===== src/rtl/img_fifo_drain_if.sv =====
// FIFO read side and frame-buffer write side of the image drain.
// The drain connects to master; the FIFO/frame-buffer environment connects to slave.
interface img_fifo_drain_if;
  logic        fifo_empty;
  logic [9:0]  fifo_rptr;
  logic [7:0]  fifo_dataout;
  logic        fifo_rn;
  logic        fb_we;
  logic [9:0]  fb_addr;
  logic [4:0]  fb_x;
  logic [4:0]  fb_y;
  logic [11:0] fb_data;

  modport master (
    input  fifo_empty, fifo_rptr, fifo_dataout,
    output fifo_rn, fb_we, fb_addr, fb_x, fb_y, fb_data
  );

  modport slave (
    output fifo_empty, fifo_rptr, fifo_dataout,
    input  fifo_rn, fb_we, fb_addr, fb_x, fb_y, fb_data
  );
endinterface


===== src/rtl/img_fifo_drain.sv =====
// Pops one IMG_W x IMG_H grayscale frame from the image FIFO and writes it as RGB444 into
// the frame buffer; one pixel per two cycles at best, fb_we two cycles after fifo_rn.
module img_fifo_drain #(
  parameter int IMG_W   = 28,
  parameter int IMG_H   = 28,
  parameter int TIMEOUT = 4096
) (
  input  logic              clk,
  input  logic              reset,
  input  logic              start,
  img_fifo_drain_if.master  fifo,
  output logic              busy,
  output logic              done,
  output logic              err,
  output logic [7:0]        frame_cnt
);
  localparam int NPIX = IMG_W * IMG_H;
  localparam int TW   = $clog2(TIMEOUT + 1);

  typedef enum logic [2:0] {IDLE, REQ, WAIT, DONE, ERR} state_t;

  state_t          state, state_nxt;
  logic [9:0]      pix_cnt;
  logic [9:0]      rptr_q;
  logic [4:0]      x_cnt;
  logic [4:0]      y_cnt;
  logic [TW-1:0]   tmo_cnt;
  logic            popped;
  logic            last_pix;
  logic            tmo_hit;

  // A pop only counts once the FIFO read pointer has actually moved; a dropped pop leaves it put.
  assign popped   = (state == WAIT) && (fifo.fifo_rptr != rptr_q);
  assign last_pix = (pix_cnt == 10'(NPIX - 1));
  assign tmo_hit  = (tmo_cnt == TW'(TIMEOUT - 1));

  assign fifo.fifo_rn = (state == REQ) && !fifo.fifo_empty;
  assign busy         = (state == REQ) || (state == WAIT);

  always_ff @(posedge clk) begin
    if (reset) state <= IDLE;
    else       state <= state_nxt;
  end

  always_comb begin
    state_nxt = state;
    case (state)
      IDLE: if (start) state_nxt = REQ;
      REQ: begin
        if (!fifo.fifo_empty) state_nxt = WAIT;
        else if (tmo_hit)     state_nxt = ERR;
      end
      WAIT: begin
        if (popped && last_pix) state_nxt = DONE;
        else                    state_nxt = REQ;
      end
      DONE:    state_nxt = IDLE;
      ERR:     state_nxt = IDLE;
      default: state_nxt = IDLE;
    endcase
  end

  always_ff @(posedge clk) begin
    if (reset) begin
      pix_cnt      <= '0;
      rptr_q       <= '0;
      x_cnt        <= '0;
      y_cnt        <= '0;
      tmo_cnt      <= '0;
      frame_cnt    <= '0;
      done         <= 1'b0;
      err          <= 1'b0;
      fifo.fb_we   <= 1'b0;
      fifo.fb_addr <= '0;
      fifo.fb_x    <= '0;
      fifo.fb_y    <= '0;
      fifo.fb_data <= '0;
    end else begin
      fifo.fb_we <= 1'b0;
      done       <= (state == DONE);
      err        <= (state == ERR);
      case (state)
        IDLE: begin
          if (start) begin
            rptr_q  <= fifo.fifo_rptr;
            pix_cnt <= '0;
            x_cnt   <= '0;
            y_cnt   <= '0;
            tmo_cnt <= '0;
          end
        end
        REQ: begin
          if (!fifo.fifo_empty)  tmo_cnt <= '0;
          else if (!tmo_hit)     tmo_cnt <= tmo_cnt + TW'(1);
        end
        WAIT: begin
          if (popped) begin
            fifo.fb_we   <= 1'b1;
            fifo.fb_data <= {3{fifo.fifo_dataout[7:4]}};
            fifo.fb_addr <= pix_cnt;
            fifo.fb_x    <= x_cnt;
            fifo.fb_y    <= y_cnt;
            rptr_q       <= fifo.fifo_rptr;
            pix_cnt      <= pix_cnt + 10'd1;
            if (x_cnt == 5'(IMG_W - 1)) begin
              x_cnt <= '0;
              y_cnt <= y_cnt + 5'd1;
            end else begin
              x_cnt <= x_cnt + 5'd1;
            end
          end
        end
        DONE:    frame_cnt <= frame_cnt + 8'd1;
        default: ;
      endcase
    end
  end
endmodule


===== src/flat_wrapper.sv =====
// flat-port wrapper written by rule: the top's interface ports become plain ports
module img_fifo_drain_flat 
#(
  parameter int IMG_W   = 28,
  parameter int IMG_H   = 28,
  parameter int TIMEOUT = 4096
)
  (clk, reset, start, busy, done, err, frame_cnt, fifo_fifo_empty, fifo_fifo_rptr, fifo_fifo_dataout, fifo_fifo_rn, fifo_fb_we, fifo_fb_addr, fifo_fb_x, fifo_fb_y, fifo_fb_data);
  img_fifo_drain_if fifo_i ();
  input  logic clk;
  input  logic reset;
  input  logic start;
  output logic busy;
  output logic done;
  output logic err;
  output logic [7:0] frame_cnt;
  input wire logic [$bits(fifo_i.fifo_empty)-1:0] fifo_fifo_empty;
  input wire logic [$bits(fifo_i.fifo_rptr)-1:0] fifo_fifo_rptr;
  input wire logic [$bits(fifo_i.fifo_dataout)-1:0] fifo_fifo_dataout;
  output wire logic [$bits(fifo_i.fifo_rn)-1:0] fifo_fifo_rn;
  output wire logic [$bits(fifo_i.fb_we)-1:0] fifo_fb_we;
  output wire logic [$bits(fifo_i.fb_addr)-1:0] fifo_fb_addr;
  output wire logic [$bits(fifo_i.fb_x)-1:0] fifo_fb_x;
  output wire logic [$bits(fifo_i.fb_y)-1:0] fifo_fb_y;
  output wire logic [$bits(fifo_i.fb_data)-1:0] fifo_fb_data;
  assign fifo_i.fifo_empty = fifo_fifo_empty;
  assign fifo_i.fifo_rptr = fifo_fifo_rptr;
  assign fifo_i.fifo_dataout = fifo_fifo_dataout;
  assign fifo_fifo_rn = fifo_i.fifo_rn;
  assign fifo_fb_we = fifo_i.fb_we;
  assign fifo_fb_addr = fifo_i.fb_addr;
  assign fifo_fb_x = fifo_i.fb_x;
  assign fifo_fb_y = fifo_i.fb_y;
  assign fifo_fb_data = fifo_i.fb_data;
  img_fifo_drain #(.IMG_W(IMG_W), .IMG_H(IMG_H), .TIMEOUT(TIMEOUT)) u_core (.clk(clk), .reset(reset), .start(start), .fifo(fifo_i), .busy(busy), .done(done), .err(err), .frame_cnt(frame_cnt));
endmodule

===== config.mk =====
export PLATFORM = sky130hd
export DESIGN_NAME = img_fifo_drain_flat
export DESIGN_NICKNAME = d
export VERILOG_FILES = /design/src/rtl/img_fifo_drain_if.sv /design/src/rtl/img_fifo_drain.sv /design/src/flat_wrapper.sv
export SDC_FILE = /design/constraint.sdc
export NUM_CORES = 1
export LEC_CHECK = 0
export ABC_AREA = 1
export BUFFER_PORTS_ARGS = -buffer_cell sky130_fd_sc_hd__buf_2
export CORE_MARGIN = 5
export CORE_UTILIZATION = 56
export CTS_CLUSTER_SIZE = 40
export DETAILED_ROUTE_END_ITERATION = 6
export PLACE_DENSITY_LB_ADDON = 0.25
export SYNTH_ARGS = -nofsm -noshare
export SYNTH_HDL_FRONTEND = slang
export SYNTH_SLANG_ARGS = --single-unit
export TNS_END_PERCENT = 20

===== constraint.sdc =====
create_clock -name clk -period 2 [get_ports clk]
set_input_delay 0.3 -clock clk [delete_from_list [all_inputs] [get_ports clk]]
set_output_delay 0.3 -clock clk [all_outputs]
set_load 0.1 [all_outputs]

==> impl_results.rst, run 1 <==
.. list-table::
   :header-rows: 1

   * - Metric
     - Value
   * - Type of element launching the critical path
     - flop
   * - R2R depth
     - 10
   * - Number of nets in the synthesized netlist
     - 565
   * - Cell-internal power
     - 0.00240 W
   * - Non-Filler Instances
     - 680
   * - CTS tree
     - built
   * - Clock net sink count
     - 81
   * - Top cell type by total area after synthesis
     - sky130_fd_sc_hd__dfxtp_1
   * - DRT Wirelength
     - 8.31 mm
   * - Power density over cell area
     - 789 nW/um2
   * - Count of mapped cells out of synthesis
     - 538
   * - Time the final worst path needs with I/O delays and setup
     - 1.88 ns
   * - Clock group share of total power
     - 34.8%
   * - Placed insts
     - 664
   * - Fraction of the yosys area taken by sequential cells
     - 43.0%
   * - Largest cells by area after synthesis
     - sky130_fd_sc_hd__dfxtp_1, sky130_fd_sc_hd__nor2_1, sky130_fd_sc_hd__nand2_1
   * - Synth unique cells
     - 28
   * - Number of antenna violations at the first check in global routing
     - 0
   * - Fraction of layout instances using a drive strength above 1
     - 17.0%
   * - Vias/cell
     - 5.13
   * - Root buf cell
     - sky130_fd_sc_hd__clkbuf_8
   * - Worst clock skew
     - 0.00780 ns
   * - Pin count of the biggest net entering global routing
     - 45
   * - Setup repair after global routing missed its margin
     - no
   * - Insertion delay of the later-clocked pin in the worst-skew pair
     - 0.35 ns
   * - Number of DRC markers after the initial detailed-route iteration
     - 173
   * - Number of global-route vias before repair
     - 3308
   * - All-Layer GR Usage
     - 20.3%
   * - Critical Path End Type
     - output port
   * - Core Box Area
     - 6680 um2
   * - Die Area
     - 8480 um2
   * - Post-synthesis instance area
     - 3770 um2
   * - Pre-Repair DR Iteration Count
     - 5
   * - Horizontal die dimension
     - 92.1 um
   * - Port bufs
     - 62
   * - Switch share
     - 29.8%
   * - Worst-path fanout max
     - 16
   * - Remaining design rule violation count
     - 0
   * - Area fraction of the dominant cell type after synthesis
     - 43.0%
   * - Final ANT Viol Nets
     - 0
   * - Worst hold slack after final layout
     - 0.197 ns
   * - Area delta synth->final
     - 14.9%
   * - Starting density of the core
     - 56.4%
   * - HPWL Detailed
     - 5.84 mm
   * - Number of buffers created by CTS
     - 9
   * - Largest voltage drop on the vdd net
     - 0.415 mV
   * - Number of inserted diodes
     - 0
   * - Maxcap violations
     - 0
   * - Critical path start-end classification
     - flop to output port
   * - Yosys warning total
     - 0
   * - Switching pwr
     - 0.00102 W
   * - Result of the run
     - complete, no violations
   * - Endpoint arrival time on the critical path
     - 1.58 ns
   * - Comb pwr share
     - 15.6%
   * - Reported leakage power
     - 1.83 nW
   * - Crit share post-route
     - 94.2%
   * - Register bit total from synthesis
     - 81
   * - Post-Layout Inst Area
     - 4330 um2
   * - Overall overflow remaining after global route
     - 0
   * - Maximum level of the CTS H-tree
     - 3
   * - Std-Cell Rows
     - 30
   * - Global-route wire length before repair
     - 14.2 mm
   * - Number of cells on the worst hold path
     - 3
   * - Worst Path Required
     - 1.70 ns
   * - Fin. max-slew vios
     - 0
   * - Placed instance area
     - 4130 um2
   * - RD Place Congestion
     - 0.885
   * - Final total negative setup slack
     - 0 ns
   * - Count of pins on the block boundary
     - 67
   * - Post-synthesis average cell area
     - 7.01 um2
   * - Min-Delay Path Class
     - input pin to flop
   * - Die outline height
     - 92.1 um
   * - Setup Viol. Count Final
     - 0
   * - Via Count
     - 3488
   * - Final hold violation count
     - 0
   * - Worst slew slack as a fraction of its limit
     - 67.1%
   * - Tightest Pin Transition
     - 0.496 ns
   * - Portion of total power attributed to sequential cells
     - 49.7%
   * - Max Root-Sink Buffers
     - 2
   * - Fmax
     - 531 MHz
   * - Final core occ
     - 64.9%
   * - Total Nets Final
     - 622
   * - Clock-pin slew on the worst setup and hold paths
     - 0.08 ns
   * - Final routed wire length divided by cell count
     - 12.2 um
[metal layers]
| metal | vias to the layer above | share of wire (%) | global-route usage [%] |
|---|---|---|---|
| met4 | 0 | 1.2 | 8.66 |
| met1 | 1547 | 45 | 24.5 |
| li1 | 1833 | - | - |
| met2 | 97 | 48 | 34.6 |
| met5 | - | 0 | 0 |
| met3 | 11 | 5.5 | 4.43 |
[cell usage in the layout (no fill, tap or decap), types with 3 or more instances in the layout]
cell / n
sky130_fd_sc_hd__ha_1: 5
sky130_fd_sc_hd__xnor2_1: 6
sky130_fd_sc_hd__clkbuf_8: 10
sky130_fd_sc_hd__buf_2: 60
sky130_fd_sc_hd__nor2_1: 107
sky130_fd_sc_hd__buf_4: 11
sky130_fd_sc_hd__nand4_1: 14
sky130_fd_sc_hd__nor2_2: 4
sky130_fd_sc_hd__a21oi_1: 31
sky130_fd_sc_hd__nor3_1: 13
sky130_fd_sc_hd__o21ai_0: 42
sky130_fd_sc_hd__dfxtp_1: 81
sky130_fd_sc_hd__inv_1: 49
sky130_fd_sc_hd__nand2_1: 101
sky130_fd_sc_hd__nand3_1: 26
sky130_fd_sc_hd__xor2_1: 11
sky130_fd_sc_hd__nor4_1: 4
sky130_fd_sc_hd__nand2_2: 3
[power by group through the flow]
stage / clock [W] / sequential [W] / combinational, W
final: 0.00119 / 0.00170 / 0.000533
after global placement: 0 / 0.00173 / 0.000525
after global routing: 0.00127 / 0.00170 / 0.000581
after CTS: 0.00121 / 0.00170 / 0.000536
after floorplan: 0 / 0.00186 / 0.000297
after detailed placement: 0 / 0.00173 / 0.000535
[stage by stage]
| stage | worst slack [ns] | total power [W] |
|---|---|---|
| global placement | 0.294 | 0.00226 |
| finish | 0.115 | 0.00342 |
| global route | 0.00456 | 0.00355 |
| floorplan | 0.0743 | 0.00215 |
| detailed placement | 0.191 | 0.00227 |
| CTS | 0.0582 | 0.00344 |
[final cells by class]
| cell class | count | area (um2) |
|---|---|---|
| Clock inverter | 5 | 55.1 |
| Timing Repair Buffer | 73 | 410 |
| Fill cell | 595 | 2350 |
| Sequential cell | 81 | 1620 |
| Tap cell | 80 | 100 |
| Inverter | 51 | 191 |
| Clock buffer | 11 | 141 |
| Multi-Input combinational cell | 379 | 1810 |
[synthesized netlist by cell type]
cell type,n
sky130_fd_sc_hd__a21oi_1,31
sky130_fd_sc_hd__a21oi_2,1
sky130_fd_sc_hd__a311oi_1,1
sky130_fd_sc_hd__a31oi_1,1
sky130_fd_sc_hd__and3_1,1
sky130_fd_sc_hd__buf_2,6
sky130_fd_sc_hd__buf_4,11
sky130_fd_sc_hd__clkbuf_1,10
sky130_fd_sc_hd__dfxtp_1,81
sky130_fd_sc_hd__ha_1,5
sky130_fd_sc_hd__inv_1,49
sky130_fd_sc_hd__inv_2,2
sky130_fd_sc_hd__nand2_1,101
sky130_fd_sc_hd__nand2_2,3
sky130_fd_sc_hd__nand3_1,26
sky130_fd_sc_hd__nand3_2,2
sky130_fd_sc_hd__nand4_1,14
sky130_fd_sc_hd__nor2_1,109
sky130_fd_sc_hd__nor2_2,2
sky130_fd_sc_hd__nor3_1,13
sky130_fd_sc_hd__nor3_2,1
sky130_fd_sc_hd__nor3_4,1
sky130_fd_sc_hd__nor3b_1,2
sky130_fd_sc_hd__nor4_1,4
sky130_fd_sc_hd__o21ai_0,42
sky130_fd_sc_hd__or2_0,2
sky130_fd_sc_hd__xnor2_1,6
sky130_fd_sc_hd__xor2_1,11
[logic make-up after synthesis]
kind of cell    count (synthesis)  synth area share, %
fa+ha+maj                       5                 1.66
flops                          81                 43.0
simple gates                  281                 32.0
buf+inv                        78                 9.06
xor+xnor                       17                 3.95
compound gates                 76                 10.3
[final timing paths]
kind                                          end                        startpoint  slack (ns)
min reg2reg      u_core.frame_cnt[7]$_SDFFE_PP0P_  u_core.frame_cnt[7]$_SDFFE_PP0P_        0.46
max reg2reg         u_core.rptr_q[5]$_SDFFE_PP0P_     u_core.rptr_q[0]$_SDFFE_PP0P_        0.24
max                                          busy      u_core.state[1]$_SDFFE_PP0P_        0.12
min          u_core.fifo.fb_data[10]$_SDFFE_PP0P_              fifo_fifo_dataout[6]        0.20
[critical path, cell delays in order (launching register included)]
cell                      delay, ns
sky130_fd_sc_hd__dfxtp_1       0.38
sky130_fd_sc_hd__inv_1         0.10
sky130_fd_sc_hd__nor3_4        0.19
sky130_fd_sc_hd__inv_2         0.07
sky130_fd_sc_hd__buf_4         0.20
sky130_fd_sc_hd__nand2_1       0.12
sky130_fd_sc_hd__buf_12        0.18
[state kept, by name, indices dropped and copies added (netlist names)]
name and flops:
u_core.err 1, u_core.y_cnt 5, u_core.fifo.fb_x 5, u_core.tmo_cnt 13, u_core.fifo.fb_addr 10, u_core.fifo.fb_we 1, u_core.fifo.fb_y 5, u_core.frame_cnt 8
u_core.rptr_q 10, u_core.state 3, u_core.fifo.fb_data 4, u_core.pix_cnt 10, u_core.x_cnt 5, u_core.done 1
[what timing repair did]
action	CTS	global route
buffers inserted	0	0
resized for setup	0	2
hold buffers	0	0
setup endpoints to repair	0	2
hold endpoints to repair	0	0
Power figures use the tool's default switching activity.
==> run 2: changes to the inputs <==
--- a/config.mk
+++ b/config.mk
@@ -7,6 +7,7 @@
 export LEC_CHECK = 0
 export ABC_AREA = 1
 export BUFFER_PORTS_ARGS = -buffer_cell sky130_fd_sc_hd__buf_2
+export CORE_ASPECT_RATIO = 0.8
 export CORE_MARGIN = 5
 export CORE_UTILIZATION = 56
 export CTS_CLUSTER_SIZE = 40
==> impl_results.rst, run 2 (synthesized netlist as in run 1, its figures left out) <==
.. list-table::
   :header-rows: 1

   * - Metric
     - Value
   * - DRT Wirelength
     - 8.46 mm (+1.8%)
   * - Insertion delay of the later-clocked pin in the worst-skew pair
     - 0.35 ns (about the same)
   * - Number of DRC markers after the initial detailed-route iteration
     - 204 (+18%)
   * - Final routed wire length divided by cell count
     - 12.4 um (+1.3%)
   * - Via Count
     - 3543 (+1.6%)
   * - Most common cell after layout, fill and taps aside
     - sky130_fd_sc_hd__nor2_1
   * - RD Place Congestion
     - 0.888 (+0.35%)
   * - Crit share post-route
     - 92.2% (-2.0 points)
   * - Area delta synth->final
     - 14.6%
   * - Maxcap violations
     - 0 (unchanged)
   * - Reported leakage power
     - 1.81 nW (-0.79%)
   * - Overall overflow remaining after global route
     - 0 (unchanged)
   * - Endpoint of the worst-slack reg-to-reg timing path
     - u_core.pix_cnt[4]$_SDFFE_PP0P_
   * - Worst clock skew
     - 0.0115 ns (+0.00373 ns)
   * - Max Root-Sink Buffers
     - 2 (unchanged)
   * - Fraction of layout instances using a drive strength above 1
     - 16.9% (-0.14 points)
   * - Number of global-route vias before repair
     - 3340 (+0.97%)
   * - Count of fill cells added during filler insertion
     - 605 (+1.7%)
   * - Launch point of the worst reg-to-reg path
     - u_core.rptr_q[0]$_SDFFE_PP0P_
   * - Std-Cell Rows
     - 26 (-13%)
   * - Vias/cell
     - 5.19 (+1.1%)
   * - All-Layer GR Usage
     - 20.8% (+0.58 points)
   * - Die Area
     - 8490 um2 (+0.12%)
   * - Remaining design rule violation count
     - 0 (unchanged)
   * - Critical path start-end classification
     - flop to output port
   * - Pin count of the biggest net entering global routing
     - 32 (-29%)
   * - Endpoint arrival time on the critical path
     - 1.54 ns (-0.04 ns)
   * - Hold-fix buffers at CTS
     - 0 (unchanged)
   * - Maximum level of the CTS H-tree
     - 3 (unchanged)
   * - Flip-flop count of the largest register after layout
     - 13 (unchanged)
   * - Slowest cell on crit path
     - sky130_fd_sc_hd__dfxtp_1
   * - Pre-Repair DR Iteration Count
     - 4 (-1)
   * - Final hold violation count
     - 0 (unchanged)
   * - Number of cells on the worst hold path
     - 3 (unchanged)
   * - Root buf cell
     - sky130_fd_sc_hd__clkbuf_8
   * - R2R depth
     - 10 (unchanged)
   * - Clock net sink count
     - 81 (unchanged)
   * - Setup slack, reg-to-reg
     - 0.18 ns (-0.06 ns)
   * - Power density over cell area
     - 766 nW/um2 (-2.9%)
   * - CTS tree
     - built
   * - Count of pins on the block boundary
     - 67 (unchanged)
   * - Largest voltage drop on the vdd net
     - 0.474 mV (+14%)
   * - HPWL Detailed
     - 6.11 mm (+4.8%)
   * - Time the final worst path needs with I/O delays and setup
     - 1.84 ns (-0.0408 ns)
   * - Final total negative setup slack
     - 0 ns (unchanged)
   * - Critical Path, Cell by Cell
     - inv_1, nand3_2, buf_4, nor2_2, clkbuf_4
   * - Result of the run
     - complete, no violations
   * - Min-Delay Path Class
     - input pin to flop
   * - Tightest Pin Transition
     - 0.485 ns (-0.0107 ns)
   * - Port bufs
     - 62 (unchanged)
   * - Worst slew slack as a fraction of its limit
     - 67.5% (+0.37 points)
   * - Register with the most flip-flops
     - u_core.tmo_cnt
   * - Worst-path fanout max
     - 6 (-10)
   * - Total Nets Final
     - 621 (-0.16%)
   * - Clock-pin slew on the worst setup and hold paths
     - 0.09 ns (about the same)
   * - WHS Endpoint
     - u_core.fifo.fb_data[7]$_SDFFE_PP0P_
   * - Setup Viol. Count Final
     - 0 (unchanged)
   * - Worst hold start
     - fifo_fifo_dataout[7]
   * - Number of buffers created by CTS
     - 9 (unchanged)
   * - Number of antenna violations at the first check in global routing
     - 0 (unchanged)
   * - Global-route wire length before repair
     - 14.6 mm (+2.6%)
   * - Top library cells by usage in the layout, fill and taps aside
     - sky130_fd_sc_hd__nor2_1, sky130_fd_sc_hd__nand2_1, sky130_fd_sc_hd__dfxtp_1, sky130_fd_sc_hd__buf_2, sky130_fd_sc_hd__inv_1
   * - Worst Path Required
     - 1.70 ns (about the same)
   * - Type of element launching the critical path
     - flop
   * - Starting density of the core
     - 58.3% (+1.8 points)
   * - Fin. max-slew vios
     - 0 (unchanged)
   * - Setup repair after global routing missed its margin
     - no
   * - Number of inserted diodes
     - 0 (unchanged)
   * - Final ANT Viol Nets
     - 0 (unchanged)
   * - Final core occ
     - 66.8% (+1.9 points)
   * - Critical Path Max Stage Delay
     - 0.35 ns (-0.03 ns)
   * - Die outline height
     - 83.4 um (-9.4%)
   * - Core Box Area
     - 6470 um2 (-3.1%)
   * - Horizontal die dimension
     - 102 um (+11%)
   * - Fmax
     - 542 MHz (+2.2%)
   * - Critical Path End Type
     - output port
[run 2: worst max-delay path: cells and delay by family (launching register included)]
kind | cells | cell delay, ns
DFF | 1 | 0.35
and+or+nand+nor | 2 | 0.20
buffers and inverters | 3 | 0.65
[run 2: layout make-up]
cell class                      count  area (um2)  area share (%)
Multi-Input combinational cell    379        1810            41.9
Sequential cell                    81        1620            37.5
Timing Repair Buffer               72         415            9.61
Inverter                           51         191            4.43
Clock buffer                        9         124            2.87
Tap cell                           84         105            2.43
Clock inverter                      7        53.8            1.24
[run 2: power by group]
part | switching (W) | total (W) | internal (W)
Combinational | 0.000406 | 0.000541 | 0.000135
Sequential | 0.0000355 | 0.00170 | 0.00166
Clock | 0.000613 | 0.00107 | 0.000458
Total | 0.00105 | 0.00331 | 0.00225
[run 2: routing by layer]
layer	track usage, %	share of wire, %	wire, um	vias to the layer above
li1	-	-	-	1835
met1	25.9	45	3800	1604
met2	34.7	48	4090	96
met3	6.11	6.1	513	8
met4	5.92	0.58	49	0
met5	0	0	0	-
[run 2: what timing repair did]
item                       in CTS  in global routing
setup buffers                   0                  0
setup endpoints to repair       0                  1
gates resized for setup         0                  1
[run 2: worst max path at each step]
stage                                     start                               end  slack [ns]  cells past startpoint
2_1_floorplan  u_core.frame_cnt[0]$_SDFFE_PP0P_  u_core.frame_cnt[6]$_SDFFE_PP0P_        0.07                      5
3_3_place_gp                  fifo_fifo_rptr[1]      u_core.x_cnt[4]$_SDFFE_PP0P_        0.25                     12
3_5_place_dp                  fifo_fifo_rptr[0]     u_core.rptr_q[5]$_SDFFE_PP0P_        0.16                     13
4_1_cts            u_core.state[2]$_SDFFE_PP0P_                      fifo_fifo_rn        0.05                      5
5_1_grt           u_core.rptr_q[2]$_SDFFE_PP0P_    u_core.pix_cnt[4]$_SDFFE_PP0P_        0.04                     10
6_report           u_core.state[2]$_SDFFE_PP0P_                      fifo_fifo_rn        0.16                      5
[run 2: through the flow]
step | cell area, um2 | worst slack [ns] | std cells | hold WS [ns] | total power [W]
2_1_floorplan | 3770 | 0.0743 | 538 | 0.442 | 0.00215
3_3_place_gp | 4140 | 0.248 | 667 | 0.450 | 0.00226
3_5_place_dp | 4140 | 0.159 | 667 | 0.463 | 0.00227
4_1_cts | 4320 | 0.0499 | 683 | 0.180 | 0.00334
5_1_grt | 4320 | 0.0383 | 683 | 0.190 | 0.00347
6_report | 4320 | 0.156 | 683 | 0.188 | 0.00331
==> run 3: changes to the inputs <==
--- a/config.mk
+++ b/config.mk
@@ -5,11 +5,10 @@
 export SDC_FILE = /design/constraint.sdc
 export NUM_CORES = 1
 export LEC_CHECK = 0
-export ABC_AREA = 1
 export BUFFER_PORTS_ARGS = -buffer_cell sky130_fd_sc_hd__buf_2
 export CORE_ASPECT_RATIO = 0.8
 export CORE_MARGIN = 5
-export CORE_UTILIZATION = 56
+export CORE_UTILIZATION = 55
 export CTS_CLUSTER_SIZE = 40
 export DETAILED_ROUTE_END_ITERATION = 6
 export PLACE_DENSITY_LB_ADDON = 0.25
==> impl_results.rst, run 3 <==
.. list-table::
   :header-rows: 1

   * - Metric
     - Value
   * - Result of the run
     - complete, no violations
   * - Non-Filler Instances
     - 574 (-16%)
   * - Setup slack, reg-to-reg
     - 0.09 ns (-0.09 ns)
   * - Fraction of layout instances using a drive strength above 1
     - 21.6% (+4.8 points)
   * - WHS Endpoint
     - u_core.fifo.fb_data[8]$_SDFFE_PP0P_
   * - Count of fill cells added during filler insertion
     - 580 (-4.1%)
   * - Std-Cell Rows
     - 26 (unchanged)
   * - Remaining design rule violation count
     - 0 (unchanged)
   * - Flip-flop count of the largest register after layout
     - 13 (unchanged)
   * - Via Count
     - 3246 (-8.4%)
   * - Insertion delay of the later-clocked pin in the worst-skew pair
     - 0.35 ns (about the same)
   * - RD Place Congestion
     - 0.798 (-10%)
   * - Compound-cell area share of the yosys netlist
     - 14.8% (+4.5 points)
   * - HPWL Detailed
     - 5.75 mm (-5.9%)
   * - Total area of sequential cells
     - 1620 um2 (about the same)
   * - Maximum level of the CTS H-tree
     - 3 (unchanged)
   * - Worst Path Required
     - 2.28 ns (+0.58 ns)
   * - Top library cells by usage in the layout, fill and taps aside
     - sky130_fd_sc_hd__dfxtp_1, sky130_fd_sc_hd__nand2_1, sky130_fd_sc_hd__buf_2, sky130_fd_sc_hd__a21oi_1, sky130_fd_sc_hd__nor2_1
   * - Min-Delay Path Class
     - input pin to flop
   * - Number of inserted diodes
     - 0 (unchanged)
   * - Total Nets Final
     - 513 (-17%)
   * - Multiplexer share of the synthesized area
     - 1.35% (+1.4 points)
   * - Critical Path End Type
     - flop
   * - Fraction of the mapped netlist area in adder cells
     - 1.69% (+0.034 points)
   * - Core Box Area
     - 6470 um2 (unchanged)
   * - Final ANT Viol Nets
     - 0 (unchanged)
   * - Vias/cell
     - 5.66 (+9.0%)
   * - DP Worst Slack
     - 0.0306 ns (-0.128 ns)
   * - Xor/xnor cell area share of the yosys netlist
     - 6.40% (+2.4 points)
   * - Number of global-route vias before repair
     - 2976 (-11%)
   * - Crit share post-route
     - 95.5% (+3.3 points)
   * - Starting density of the core
     - 57.1% (-1.2 points)
   * - Number of enable-type register cells in the synthesized netlist
     - 0 (unchanged)
   * - Endpoint of the worst-slack reg-to-reg timing path
     - u_core.pix_cnt[6]$_SDFFE_PP0P_
   * - Clock-pin slew on the worst setup and hold paths
     - 0.08 ns (about the same)
   * - Fin. max-slew vios
     - 0 (unchanged)
   * - Port bufs
     - 62 (unchanged)
   * - Number of DRC markers after the initial detailed-route iteration
     - 127 (-38%)
   * - Worst hold start
     - fifo_fifo_dataout[4]
   * - Register with the most flip-flops
     - u_core.tmo_cnt
   * - Max Root-Sink Buffers
     - 2 (unchanged)
   * - Area fraction of the dominant cell type after synthesis
     - 43.9% (+0.87 points)
   * - Fraction of the yosys area taken by sequential cells
     - 43.9% (+0.87 points)
   * - Top routing layer in use
     - met4
   * - Post-synthesis average cell area
     - 8.58 um2 (+22%)
   * - Top cell type by total area after synthesis
     - sky130_fd_sc_hd__dfxtp_1
   * - Endpoint arrival time on the critical path
     - 2.19 ns (+0.65 ns)
   * - Fraction of registers with async set or reset after synthesis
     - 0% (unchanged)
   * - Placed insts
     - 559 (-16%)
   * - Die Area
     - 8470 um2 (-0.19%)
   * - Pin count of the biggest net entering global routing
     - 40 (+25%)
   * - Area delta synth->final
     - 15.7%
   * - Most used standard cell by instance count after synthesis
     - sky130_fd_sc_hd__dfxtp_1
   * - Critical Path, Cell by Cell
     - xnor2_1, nand4_1, o31a_1, buf_4, o2111ai_1, mux2i_1
   * - Worst-path fanout max
     - 13 (+7)
   * - Launch point of the worst reg-to-reg path
     - u_core.rptr_q[5]$_SDFFE_PP0P_
   * - Largest voltage drop on the vdd net
     - 0.438 mV (-7.5%)
   * - Worst slew slack as a fraction of its limit
     - 67.4% (-0.081 points)
   * - Type of element launching the critical path
     - flop
   * - Final core occ
     - 66.0% (-0.72 points)
   * - Leading cell types by count after synthesis
     - sky130_fd_sc_hd__dfxtp_1, sky130_fd_sc_hd__nand2_1, sky130_fd_sc_hd__a21oi_1
   * - Die outline height
     - 83.3 um (about the same)
   * - Power density over cell area
     - 740 nW/um2 (-3.3%)
   * - Yosys warning total
     - 0 (unchanged)
   * - Count of pins on the block boundary
     - 67 (unchanged)
   * - Register bit total from synthesis
     - 81 (unchanged)
   * - Critical Path Max Stage Delay
     - 0.40 ns (+0.05 ns)
   * - Metal-1 WL
     - 3.75 mm (-1.2%)
   * - Setup repair after global routing missed its margin
     - yes
   * - Met2 WL post-DR
     - 3.71 mm (-9.5%)
   * - Clock net sink count
     - 81 (unchanged)
   * - Placed instance area
     - 4080 um2 (-1.5%)
   * - Fmax
     - 523 MHz (-3.5%)
   * - Worst clock skew
     - 0.00822 ns (-0.00331 ns)
   * - Time the final worst path needs with I/O delays and setup
     - 1.91 ns (+0.0668 ns)
   * - Count of mapped cells out of synthesis
     - 431 (-20%)
   * - Multi-input logic area
     - 1870 um2 (+3.0%)
   * - Number of cells on the worst hold path
     - 3 (unchanged)
   * - Setup bufs post-CTS
     - 0 (unchanged)
   * - Hold-fix buffers at CTS
     - 0 (unchanged)
   * - Most common cell after layout, fill and taps aside
     - sky130_fd_sc_hd__dfxtp_1
   * - Largest family of logic cells by synthesized area
     - simple AND/OR/NAND/NOR gates
   * - Post-route setup slack
     - 0.0894 ns (-0.0668 ns)
   * - Critical path start-end classification
     - flop to flop
   * - Number of buffers created by CTS
     - 9 (unchanged)
   * - DRT Wirelength
     - 8.21 mm (-2.9%)
   * - All-Layer GR Usage
     - 19.8% (-1.0 points)
   * - R2R depth
     - 6 (-4)
   * - Largest cells by area after synthesis
     - sky130_fd_sc_hd__dfxtp_1, sky130_fd_sc_hd__nand2_1, sky130_fd_sc_hd__a21oi_1
   * - Global-route wire length before repair
     - 13.8 mm (-5.1%)
   * - Slowest cell on crit path
     - sky130_fd_sc_hd__o31a_1
   * - Overall overflow remaining after global route
     - 0 (unchanged)
   * - Horizontal die dimension
     - 102 um (about the same)
   * - Final hold violation count
     - 0 (unchanged)
   * - Most used flip-flop cell after synthesis
     - sky130_fd_sc_hd__dfxtp_1
   * - Simple-gate share of the synthesized area
     - 26.2% (-5.8 points)
   * - Post-synthesis instance area
     - 3700 um2 (-2.0%)
   * - Met3 WL post-DR
     - 665 um (+30%)
   * - Final routed wire length divided by cell count
     - 14.3 um (+16%)
   * - Root buf cell
     - sky130_fd_sc_hd__clkbuf_8
   * - Number of antenna violations at the first check in global routing
     - 0 (unchanged)
   * - Tightest Pin Transition
     - 0.492 ns (+0.00631 ns)
   * - Worst hold slack after final layout
     - 0.180 ns (-0.00802 ns)
   * - Number of nets in the synthesized netlist
     - 458 (-19%)
   * - Setup Viol. Count Final
     - 0 (unchanged)
   * - Reported leakage power
     - 1.62 nW (-11%)
   * - Pre-Repair DR Iteration Count
     - 4 (unchanged)
   * - CTS tree
     - built
   * - Maxcap violations
     - 0 (unchanged)
   * - Post-Layout Inst Area
     - 4280 um2 (-1.1%)
   * - Synth unique cells
     - 54 (+93%)
[run 3: cell types whose count changed after synthesis, moves of 4 or more]
cell                        before  now
sky130_fd_sc_hd__or3_1           0    6
sky130_fd_sc_hd__nor3_1         13    3
sky130_fd_sc_hd__o21ai_0        42   13
sky130_fd_sc_hd__xor2_1         11    5
sky130_fd_sc_hd__a21oi_1        31   46
sky130_fd_sc_hd__nor4_1          4   12
sky130_fd_sc_hd__a2111o_1        0    4
sky130_fd_sc_hd__clkbuf_1       10   14
sky130_fd_sc_hd__o2111ai_1       0    4
sky130_fd_sc_hd__nand2_1       101   73
sky130_fd_sc_hd__xnor2_1         6   22
sky130_fd_sc_hd__mux2i_1         0    5
sky130_fd_sc_hd__inv_1          49    4
sky130_fd_sc_hd__nor2_1        109   29
[run 3: kinds of logic (layout without fill, tap and decap cells)]
| kind of cell | Yosys count | after routing |
|---|---|---|
| muxes | 5 | 5 |
| and+or+nand+nor | 186 | 186 |
| buffers and inverters | 40 | 99 |
| AOI/OAI and AO/OA | 87 | 87 |
| DFF | 81 | 81 |
| adders and majority gates | 5 | 5 |
| xor gates and xnor gates | 27 | 27 |
[run 3: area by class of cell]
type                            count  share of cell area [%]
Inverter                            4                   0.351
Clock inverter                      5                    1.32
Multi-Input combinational cell    310                    43.6
Tap cell                           84                    2.46
Clock buffer                       10                    3.22
Sequential cell                    81                    38.0
Timing Repair Buffer               80                    11.1
[run 3: worst max path at each step]
stage,endpoint,startpoint,cells after the start
detailed placement,u_core.pix_cnt[6]$_SDFFE_PP0P_,fifo_fifo_rptr[8],7
global placement,u_core.pix_cnt[6]$_SDFFE_PP0P_,fifo_fifo_rptr[8],7
finish,u_core.pix_cnt[6]$_SDFFE_PP0P_,u_core.rptr_q[5]$_SDFFE_PP0P_,6
global route,u_core.pix_cnt[6]$_SDFFE_PP0P_,u_core.rptr_q[5]$_SDFFE_PP0P_,6
CTS,u_core.x_cnt[4]$_SDFFE_PP0P_,u_core.state[0]$_SDFFE_PP0P_,5
floorplan,busy,u_core.state[0]$_SDFFE_PP0P_,3
[run 3: power by group]
group	internal [W]	switching, W
clock	0.000601	0.000577
sequential	0.00163	0.0000206
combinational	0.000104	0.000229
total	0.00234	0.000827
[run 3: through the flow]
stage	total power [W]	TNS [ns]
2_1_floorplan	0.00193	-0.108
3_5_place_dp	0.00202	0
3_3_place_gp	0.00201	0
6_report	0.00317	0
4_1_cts	0.00320	0
5_1_grt	0.00329	-0.0211
[run 3: critical path: cells and delay by family (launching register included)]
kind | cells | cell delay (ns)
compound gates | 2 | 0.65
xor+xnor | 1 | 0.17
buf+inv | 1 | 0.19
flops | 1 | 0.33
mux | 1 | 0.23
simple gates | 1 | 0.27
[run 3: routing by layer]
| layer | vias up | global-route usage, % |
|---|---|---|
| met1 | 1491 | 27.1 |
| met5 | - | 0 |
| met3 | 8 | 5.03 |
| met4 | 0 | 6.64 |
| li1 | 1643 | - |
| met2 | 104 | 30.3 |
[run 3: timing repair]
item | 4_1_cts | 5_1_grt
pin swaps | 0 | 2
endpoints found under the setup margin | 1 | 3
resized for setup | 1 | 1
gates cloned | 0 | 0
